<file path="src/rtl/uart_rx.sv">
// UART receiver: 16x oversampled, 7/8 data bits, optional parity, 1/2 stop bits.
// Define UART_RX_OVERRUN_EN to enable the full/overrun handshake with rd_ack.
module uart_rx #(
  parameter int D = 7
) (
  input  logic       clk_r,
  input  logic       rst_r_n,
  input  logic       S1200,
  input  logic       S2400,
  input  logic       S4800,
  input  logic       S9600,
  input  logic [1:0] bd_rate,
  input  logic       d_num,
  input  logic [1:0] para,
  input  logic       s_num,
  input  logic       in_data,
  input  logic       rd_ack,
  output logic [D:0] out_data,
  output logic       rx_valid,
  output logic       parity_err,
  output logic       frame_err,
  output logic       busy,
  output logic       full,
  output logic       overrun
);

  typedef enum logic [2:0] {IDLE, START, DATA, PARITY, STOP} state_t;

  state_t state, next_state;

  logic       rx_m, rx_s, rx_d;
  logic       tick;
  logic [3:0] tick_cnt;
  logic [2:0] bit_cnt;
  logic       stop_cnt;
  logic [D:0] data_sr;
  logic       d_num_l, par_en_l, par_odd_l, s_num_l;
  logic       par_err_i, frm_err_i;

  logic       start_edge, confirm, mid, last_data, last_stop, frame_done;
  logic       par_exp;

  // The line idles high, so the synchronizer resets high to avoid a phantom start edge.
  always_ff @(posedge clk_r or negedge rst_r_n) begin
    if (!rst_r_n) begin
      rx_m <= 1'b1;
      rx_s <= 1'b1;
      rx_d <= 1'b1;
    end else begin
      rx_m <= in_data;
      rx_s <= rx_m;
      rx_d <= rx_s;
    end
  end

  always_comb begin
    tick = 1'b0;
    case (bd_rate)
      2'd0: tick = S1200;
      2'd1: tick = S2400;
      2'd2: tick = S4800;
      default: tick = S9600;
    endcase
  end

  assign start_edge = (state == IDLE) && rx_d && !rx_s;
  assign confirm    = (state == START) && tick && (tick_cnt == 4'd7);
  assign mid        = tick && (tick_cnt == 4'd15);
  assign last_data  = (bit_cnt == (d_num_l ? 3'd7 : 3'd6));
  assign last_stop  = (stop_cnt == s_num_l);
  assign frame_done = (state == STOP) && mid && last_stop;
  assign par_exp    = (^data_sr) ^ par_odd_l;

  always_ff @(posedge clk_r or negedge rst_r_n) begin
    if (!rst_r_n) state <= IDLE;
    else          state <= next_state;
  end

  always_comb begin
    next_state = state;
    case (state)
      IDLE:   if (start_edge) next_state = START;
      START:  if (confirm) next_state = rx_s ? IDLE : DATA;
      DATA:   if (mid && last_data) next_state = par_en_l ? PARITY : STOP;
      PARITY: if (mid) next_state = STOP;
      STOP:   if (mid && last_stop) next_state = IDLE;
      default: next_state = IDLE;
    endcase
  end

  always_comb begin
    busy = (state != IDLE);
  end

  // Sampling counters and the per-frame format/error state, all restarted at start confirm.
  always_ff @(posedge clk_r or negedge rst_r_n) begin
    if (!rst_r_n) begin
      tick_cnt  <= '0;
      bit_cnt   <= '0;
      stop_cnt  <= 1'b0;
      data_sr   <= '0;
      d_num_l   <= 1'b0;
      par_en_l  <= 1'b0;
      par_odd_l <= 1'b0;
      s_num_l   <= 1'b0;
      par_err_i <= 1'b0;
      frm_err_i <= 1'b0;
    end else begin
      if (start_edge) begin
        tick_cnt <= '0;
      end else if (confirm) begin
        tick_cnt  <= '0;
        bit_cnt   <= '0;
        stop_cnt  <= 1'b0;
        data_sr   <= '0;
        d_num_l   <= d_num;
        par_en_l  <= para[0] ^ para[1];
        par_odd_l <= para[0];
        s_num_l   <= s_num;
        par_err_i <= 1'b0;
        frm_err_i <= 1'b0;
      end else if (tick && (state != IDLE)) begin
        tick_cnt <= tick_cnt + 4'd1;
      end

      if (mid) begin
        case (state)
          DATA: begin
            data_sr[bit_cnt] <= rx_s;
            bit_cnt          <= bit_cnt + 3'd1;
          end
          PARITY: if (rx_s != par_exp) par_err_i <= 1'b1;
          STOP: begin
            if (!rx_s) frm_err_i <= 1'b1;
            stop_cnt <= 1'b1;
          end
          default: ;
        endcase
      end
    end
  end

  always_ff @(posedge clk_r or negedge rst_r_n) begin
    if (!rst_r_n) begin
      out_data   <= '0;
      rx_valid   <= 1'b0;
      parity_err <= 1'b0;
      frame_err  <= 1'b0;
    end else begin
      rx_valid <= frame_done;
      if (frame_done) begin
        out_data   <= data_sr;
        parity_err <= par_err_i;
        frame_err  <= frm_err_i | !rx_s;
      end
    end
  end

`ifdef UART_RX_OVERRUN_EN
  // A strobe with an acknowledge in the same cycle counts as consumed in time, not an overrun.
  always_ff @(posedge clk_r or negedge rst_r_n) begin
    if (!rst_r_n) begin
      full    <= 1'b0;
      overrun <= 1'b0;
    end else begin
      if (rx_valid) begin
        full <= 1'b1;
        if (full && !rd_ack) overrun <= 1'b1;
        else if (rd_ack)     overrun <= 1'b0;
      end else if (rd_ack) begin
        full    <= 1'b0;
        overrun <= 1'b0;
      end
    end
  end
`else
  logic unused_rd_ack;
  assign unused_rd_ack = rd_ack;
  assign full          = 1'b0;
  assign overrun       = 1'b0;
`endif

endmodule

</file>
<file path="config.mk">
export PLATFORM = sky130hd
export DESIGN_NAME = uart_rx
export DESIGN_NICKNAME = d
export VERILOG_FILES = /design/src/rtl/uart_rx.sv
export SDC_FILE = /design/constraint.sdc
export NUM_CORES = 1
export LEC_CHECK = 0
export CORE_UTILIZATION = 45
export CTS_BUF_LIST = sky130_fd_sc_hd__clkbuf_8
export CTS_CLUSTER_DIAMETER = 40
export DETAILED_ROUTE_END_ITERATION = 8
export GPL_ROUTABILITY_DRIVEN = 0
export GPL_TIMING_DRIVEN = 0
export PLACE_DENSITY_LB_ADDON = 0.1
export REMOVE_ABC_BUFFERS = 1
export SYNTH_ARGS = -nofsm -noshare
export SYNTH_HDL_FRONTEND = slang
export SYNTH_SLANG_ARGS = --single-unit
</file>
<file path="constraint.sdc">
create_clock -name clk_r -period 2.9 [get_ports clk_r]
set_input_delay 0.435 -clock clk_r [delete_from_list [all_inputs] [get_ports clk_r]]
set_output_delay 0.435 -clock clk_r [all_outputs]
set_load 0.005 [all_outputs]
</file>
Word-level counts from Yosys, hierarchy flattened
Cells that the tools add are included.
- reduce and logical (&&, ||, !) cells: 19
- add/subtract/negate cells: 2
- $lt $le $gt $ge: 2
- bitwise operators: 4
- multiplexer cells: 38
- eq/ne operators: 16
- operators with widths (kind ; count):
    8-bit two-way mux ; 4
    3-bit two-way mux ; 10
    1-bit two-way mux ; 16
    3-bit one-hot mux with 5 select lines ; 1
    4-bit two-way mux ; 3
    1-bit logical AND ; 11
    8-bit bitwise mux ; 1
    2-bit inequality test, second input constant ; 4
    8-bit XOR reduction ; 1
    3-bit by 2-bit equality test with 1-bit output, second input constant ; 2
    3-bit nonzero test ; 2
    5-bit AND reduction ; 1
    4-bit by 1-bit adder with 4-bit output, second input constant ; 1
    4-bit by 3-bit equality test with 1-bit output, second input constant ; 1
    4-bit equality test, second input constant ; 1
    3-bit by 4-bit < comparator with 1-bit output, second input constant ; 1
    3-bit by 1-bit adder with 3-bit output, second input constant ; 1
    1-bit demux with 3-bit select ; 1
    3-bit by 1-bit equality test with 1-bit output, second input constant ; 1
    3-bit equality test ; 1
    3-bit equality test, second input constant ; 1
    3-bit by 1-bit greater-or-equal comparator with 1-bit output, second input constant ; 1
    3-bit zero test ; 1
    1-bit one-hot mux with 3 select lines ; 1
    12 further kinds ; 13
- bits of input ports: 14
- output and inout port bits: 14
- flip-flop bits (word level): 39
- logic and storage cells: 99

Depth between registers and ports, before layout
- word-level depth: 9
- depth in mapped cells: 8
- depth with buffers taken out: 6

Worst setup path before layout
Ideal clock, no wire load.
- path kind: register to register
- from: register tick_cnt[0]
- to: register bit_cnt[1]
- data required time: 2.783 ns
- arrival: 1.787 ns
- path buffers: 2
- stages on the path, launching flop included: 9
- setup time: 0.117 ns
- setup slack: 0.996 ns
- cells stage by stage: dfrtp_1 ha_1 nand3_1 o22a_1 buf_6 or4_4 buf_6 nand3_1 nand2_1
- word-level cells in the longest chain between the ends: 6
- elaborated cells between the ends (all ways): 8
- classes of those cells: eq/ne: 2; mux: 4; reduce/logical: 2
- ends and longest elaborated chain (what ; RTL line ; source):
    start: declaration ; 33 ; logic [3:0] tick_cnt;
    start signal: assignment ; 123 ; tick_cnt <= tick_cnt + 4'd1;
    4-bit by 3-bit equality test with 1-bit output ; 67 ; assign confirm = (state == START) && tick && (tick_cnt == 4'd7);
    1-bit logical AND ; 67 ;
    3-bit two-way mux ; 111 ; end else if (confirm) begin
    3-bit two-way mux ; 109 ; if (start_edge) begin
    3-bit two-way mux ; 127 ; case (state)
    3-bit two-way mux * ; 126 ; if (mid) begin
    end signal: assignment ; 130 ; bit_cnt <= bit_cnt + 3'd1;
    end: declaration ; 34 ; logic [2:0] bit_cnt;
Mark *: on every way between the ends. The rest lies on a longest branch, timed or not.
A chain may end at the register's enable or synchronous reset.

Worst setup path in the final report
- from: input bd_rate[0]
- to: register data_sr[2]
- word-level cells in the longest chain between the ends: 9
- elaborated cells between the ends (all ways): 12
- classes of those cells: eq/ne: 2; mux: 6; reduce/logical: 4
- ends and longest elaborated chain (what ; RTL line ; source):
    start: declaration ; 12 ; input logic [1:0] bd_rate,
    2-bit equality test, or another cell as far along ; 58 ; case (bd_rate)
    1-bit one-hot mux with 3 select lines * ; 58 ;
    1-bit logical AND (2 in series) ; 67 ;
    8-bit two-way mux ; 111 ;
    8-bit two-way mux ; 109 ;
    8-bit bitwise mux ; 129 ; data_sr[bit_cnt] <= rx_s;
    8-bit two-way mux ; 127 ;
    8-bit two-way mux * ; 126 ;
    end signal: indexed assignment ; 129 ;
    end: declaration ; 36 ; logic [D:0] data_sr;
Marks and branches as above.

==> run_results.csv <==
group,metric,value,unit
setup_path,critical-path-max-stage-delay,0.67,ns
logic_synthesis,yosysUniqueCellTypes,50,
sta,worst_pin_slew,0.854,ns
sta,clock_skew,0.00886,ns
drt,wl_per_cell,14.9,um
global_routing,grt.total_usage,18.5,%
clock_tree,clock_sinks,39,
global_routing,grt_use_met1,26.0,%
sta,fin_crit,2.35,ns
logic_synthesis,yosysWarnings,0,
clock_tree,cts-buffers-inserted,5,
drt,drc,0,
sta,fin_ws,0.551,ns
clock_tree,cts_tree,"done",
clock_tree,cts_root_buffer,"clkbuf_8",
pwr,sw_frac_of_total,35.0,%
pwr,switchingPower,0.584,mW
sta,max-slew-margin-rel,43.1,%
logic_synthesis,synth_edf_count,0,
outcome,status,"finished clean",
clock_tree,clk_latency,0.29,ns
final_layout,design_area,0.00235,mm^2
sta,setup_viol,0,
sta,clock.fmax,426,MHz
setup_path,critPathMaxFanout,10,
clock_tree,clock_path_buffers,2,
logic_synthesis,ys.flop_type,"dfrtp_1",
setup_path,startpoint_type,"primary input",
pwr,clkPwrFrac,22.3,%
drt,wirelength,4000,um
clock_tree,path_clk_slew,0.08,ns
die,die_height,69.2,um
clock_tree,cts_hold_repair.buffers,0,
pwr,pwr-share-comb,30.2,%
setup_path,worst_ep_arrival_time,2.53,ns
final_layout,insertedDiodeCount,0,
sta,tns,0,ns
drt,first_pass_iters,4,
die,die_w,69.2,um
logic_synthesis,post_synth.cell_area_avg,10.4,um^2
final_layout,layout-drive-gt1-share,13.8,%
clock_tree,post_cts_buffers,0,
global_routing,grt_pass1_wl,6980,um
clock_tree,htree_num_levels,2,
final_layout,synthToLayoutAreaGrowth,15.9,%
global_routing,grt_overflow,0,
logic_synthesis,synth-seq-cells,39,
logic_synthesis,syn_area,0.00203,mm^2
die,io_pins,28,
logic_synthesis,yosysSeqAreaShare,48.2,%
pwr,p_per_area,708,mW/mm^2
die,coreArea,0.00435,mm^2
drt,first_iter_violations,91,
sta,rsz0062_at_grt,"false",
sta,hold_viol,0,
setup_path,cp_top_family,"compound AO/OA/AOI/OAI gates",
pwr,pwr-share-seq,47.6,%
setup_path,crit_buf_inv,1,
drt,vias,1509,
global_routing,grt_antenna_before_repair,0,
die,die-area,0.00479,mm^2
die,rows,24,
sta,period_share,81.0,%
logic_synthesis,async_flop_share,100,%
final_layout,utilization,54.1,%
global_routing,grt_max_degree,40,
clock_tree,cts_resized,0,
place,placed_cells,262,
setup_path,required,3.08,ns
setup_path,critPathCaptureType,"flip-flop",
global_routing,use_met2,27.4,%
setup_path,crit_slowest_cell,"nor4_4",
sta,slew_violations,0,
global_routing,grt_pass1_vias,1505,
die,start_util,46.6,%
job,max_cap_viol_count,0,
drt,vias_per_cell,5.61,
setup_path,cp_cell_sequence,"clkdlybuf4s50_1 > mux2i_1 > o22a_1 > nor4_4 > a211oi_1 > a31o_2",
pwr,ir_drop,0.299,mV
place,dp_hpwl,2770,um
global_routing,busiest_layer,"met2",
place,post-place-ws,0.256,ns
min_path,hold_class,"in -> async",
pwr,leakagePower,1.05,nW
global_routing,grt_use_met3,4.80,%
drt,antenna_left,0,
pwr,p_int,1.08,mW
logic_synthesis,synthCells,195,
setup_path,critPathKind,"in -> reg",
place,port_buffers,24,
place,place_area,0.00227,mm^2
final_layout,layout.cells.non_filler,269,
final_layout,final_net_count,233,
==> state kept, by name (all words and copies together), names as in the netlist, 3 cells and up <==
| name | flops |
|---|---|
| state | 3 |
| tick_cnt | 4 |
| bit_cnt | 3 |
| data_sr | 8 |
| out_data | 8 |
==> cells in the mapped netlist, drive strengths merged, types with 2 or more instances <==
master / instances / area share [%]
dfrtp: 36 / 44
nand2: 29 / 5.4
nor2: 11 / 2.0
o21ai: 11 / 2.9
mux2: 10 / 5.5
xnor2: 10 / 4.3
a21oi: 7 / 1.7
buf: 6 / 2.6
nand3: 6 / 1.5
nor3: 6 / 1.7
inv: 5 / 0.92
nand4: 5 / 1.5
xor2: 5 / 2.2
clkbuf: 4 / 0.74
nand2b: 4 / 1.2
a211oi: 3 / 1.1
dfstp: 3 / 3.9
o211ai: 3 / 1.6
a31o: 2 / 0.86
ha: 2 / 1.2
mux2i: 2 / 0.99
nor2b: 2 / 0.62
nor3b: 2 / 0.74
o22ai: 2 / 0.62
==> stage by stage <==
step                power (mW)  hold slack (ns)
floorplan                 1.14            0.139
CTS                       1.68            0.280
global route              1.78            0.309
finish                    1.67            0.241
detailed placement        1.31            0.353
global placement          1.28            0.347
==> worst paths after layout <==
path,end,from,slack [ns],depth (start not counted)
worst max-delay path,data_sr[2],bd_rate[0],0.55,6
worst min-delay path,state[0],rst_r_n,0.24,1
worst max register to register,data_sr[2],tick_cnt[0],0.67,6
worst min register to register,rx_s,rx_m,0.36,0
max in group asynchronous,tick_cnt[0],rst_r_n,2.10,1
min in group clk_r,rx_s,rx_m,0.36,0
==> cell type report <==
class,instances,area [um^2]
repair buffers,24,235
inverters,5,18.8
flip-flops and latches,39,980
multi-input cells,142,967
clock inverters,1,5.00
well taps,52,65.1
clock buffers,6,82.6
fillers,378,2000
==> kinds of logic after synthesis <==
logic type                 count (synthesis)  synth area share, %
DFF                                       39                 48.2
muxes                                     13                 7.83
buffers and inverters                     15                 4.31
and+or+nand+nor                           74                 18.8
AOI/OAI and AO/OA                         35                 11.8
adders and majority gates                  2                 1.23
other                                      1                0.185
xor gates and xnor gates                  16                 7.58
==> power by group through the flow <==
stage | clock network [mW] | registers (mW) | logic (mW)
floorplan | 0 | 0.764 | 0.376
CTS | 0.384 | 0.793 | 0.508
global route | 0.408 | 0.814 | 0.562
finish | 0.371 | 0.793 | 0.502
global placement | 0 | 0.795 | 0.483
detailed placement | 0 | 0.805 | 0.502
==> cells in the final DEF, fill, tap and decap left out, types with 2 or more instances in the layout <==
cell,instances
a211oi_1,3
a21oi_1,7
a31o_2,2
clkbuf_8,6
clkdlybuf4s50_1,23
conb_1,2
dfrtp_1,36
dfstp_2,3
ha_1,2
inv_1,5
mux2_2,9
mux2i_1,2
nand2_1,29
nand2b_1,4
nand3_1,6
nand4_1,5
nor2_1,11
nor2b_1,2
nor3_1,5
nor3b_1,2
o211ai_2,2
o21ai_0,9
o22ai_1,2
xnor2_1,10
xor2_1,5
==> per-layer routing <==
layer | vias to the layer above | share of wire (%)
met5 | - | 0
met4 | 0 | 1.5
met3 | 5 | 3.3
met2 | 33 | 46
met1 | 749 | 49
li1 | 722 | -
Power figures use the tool's default switching activity.
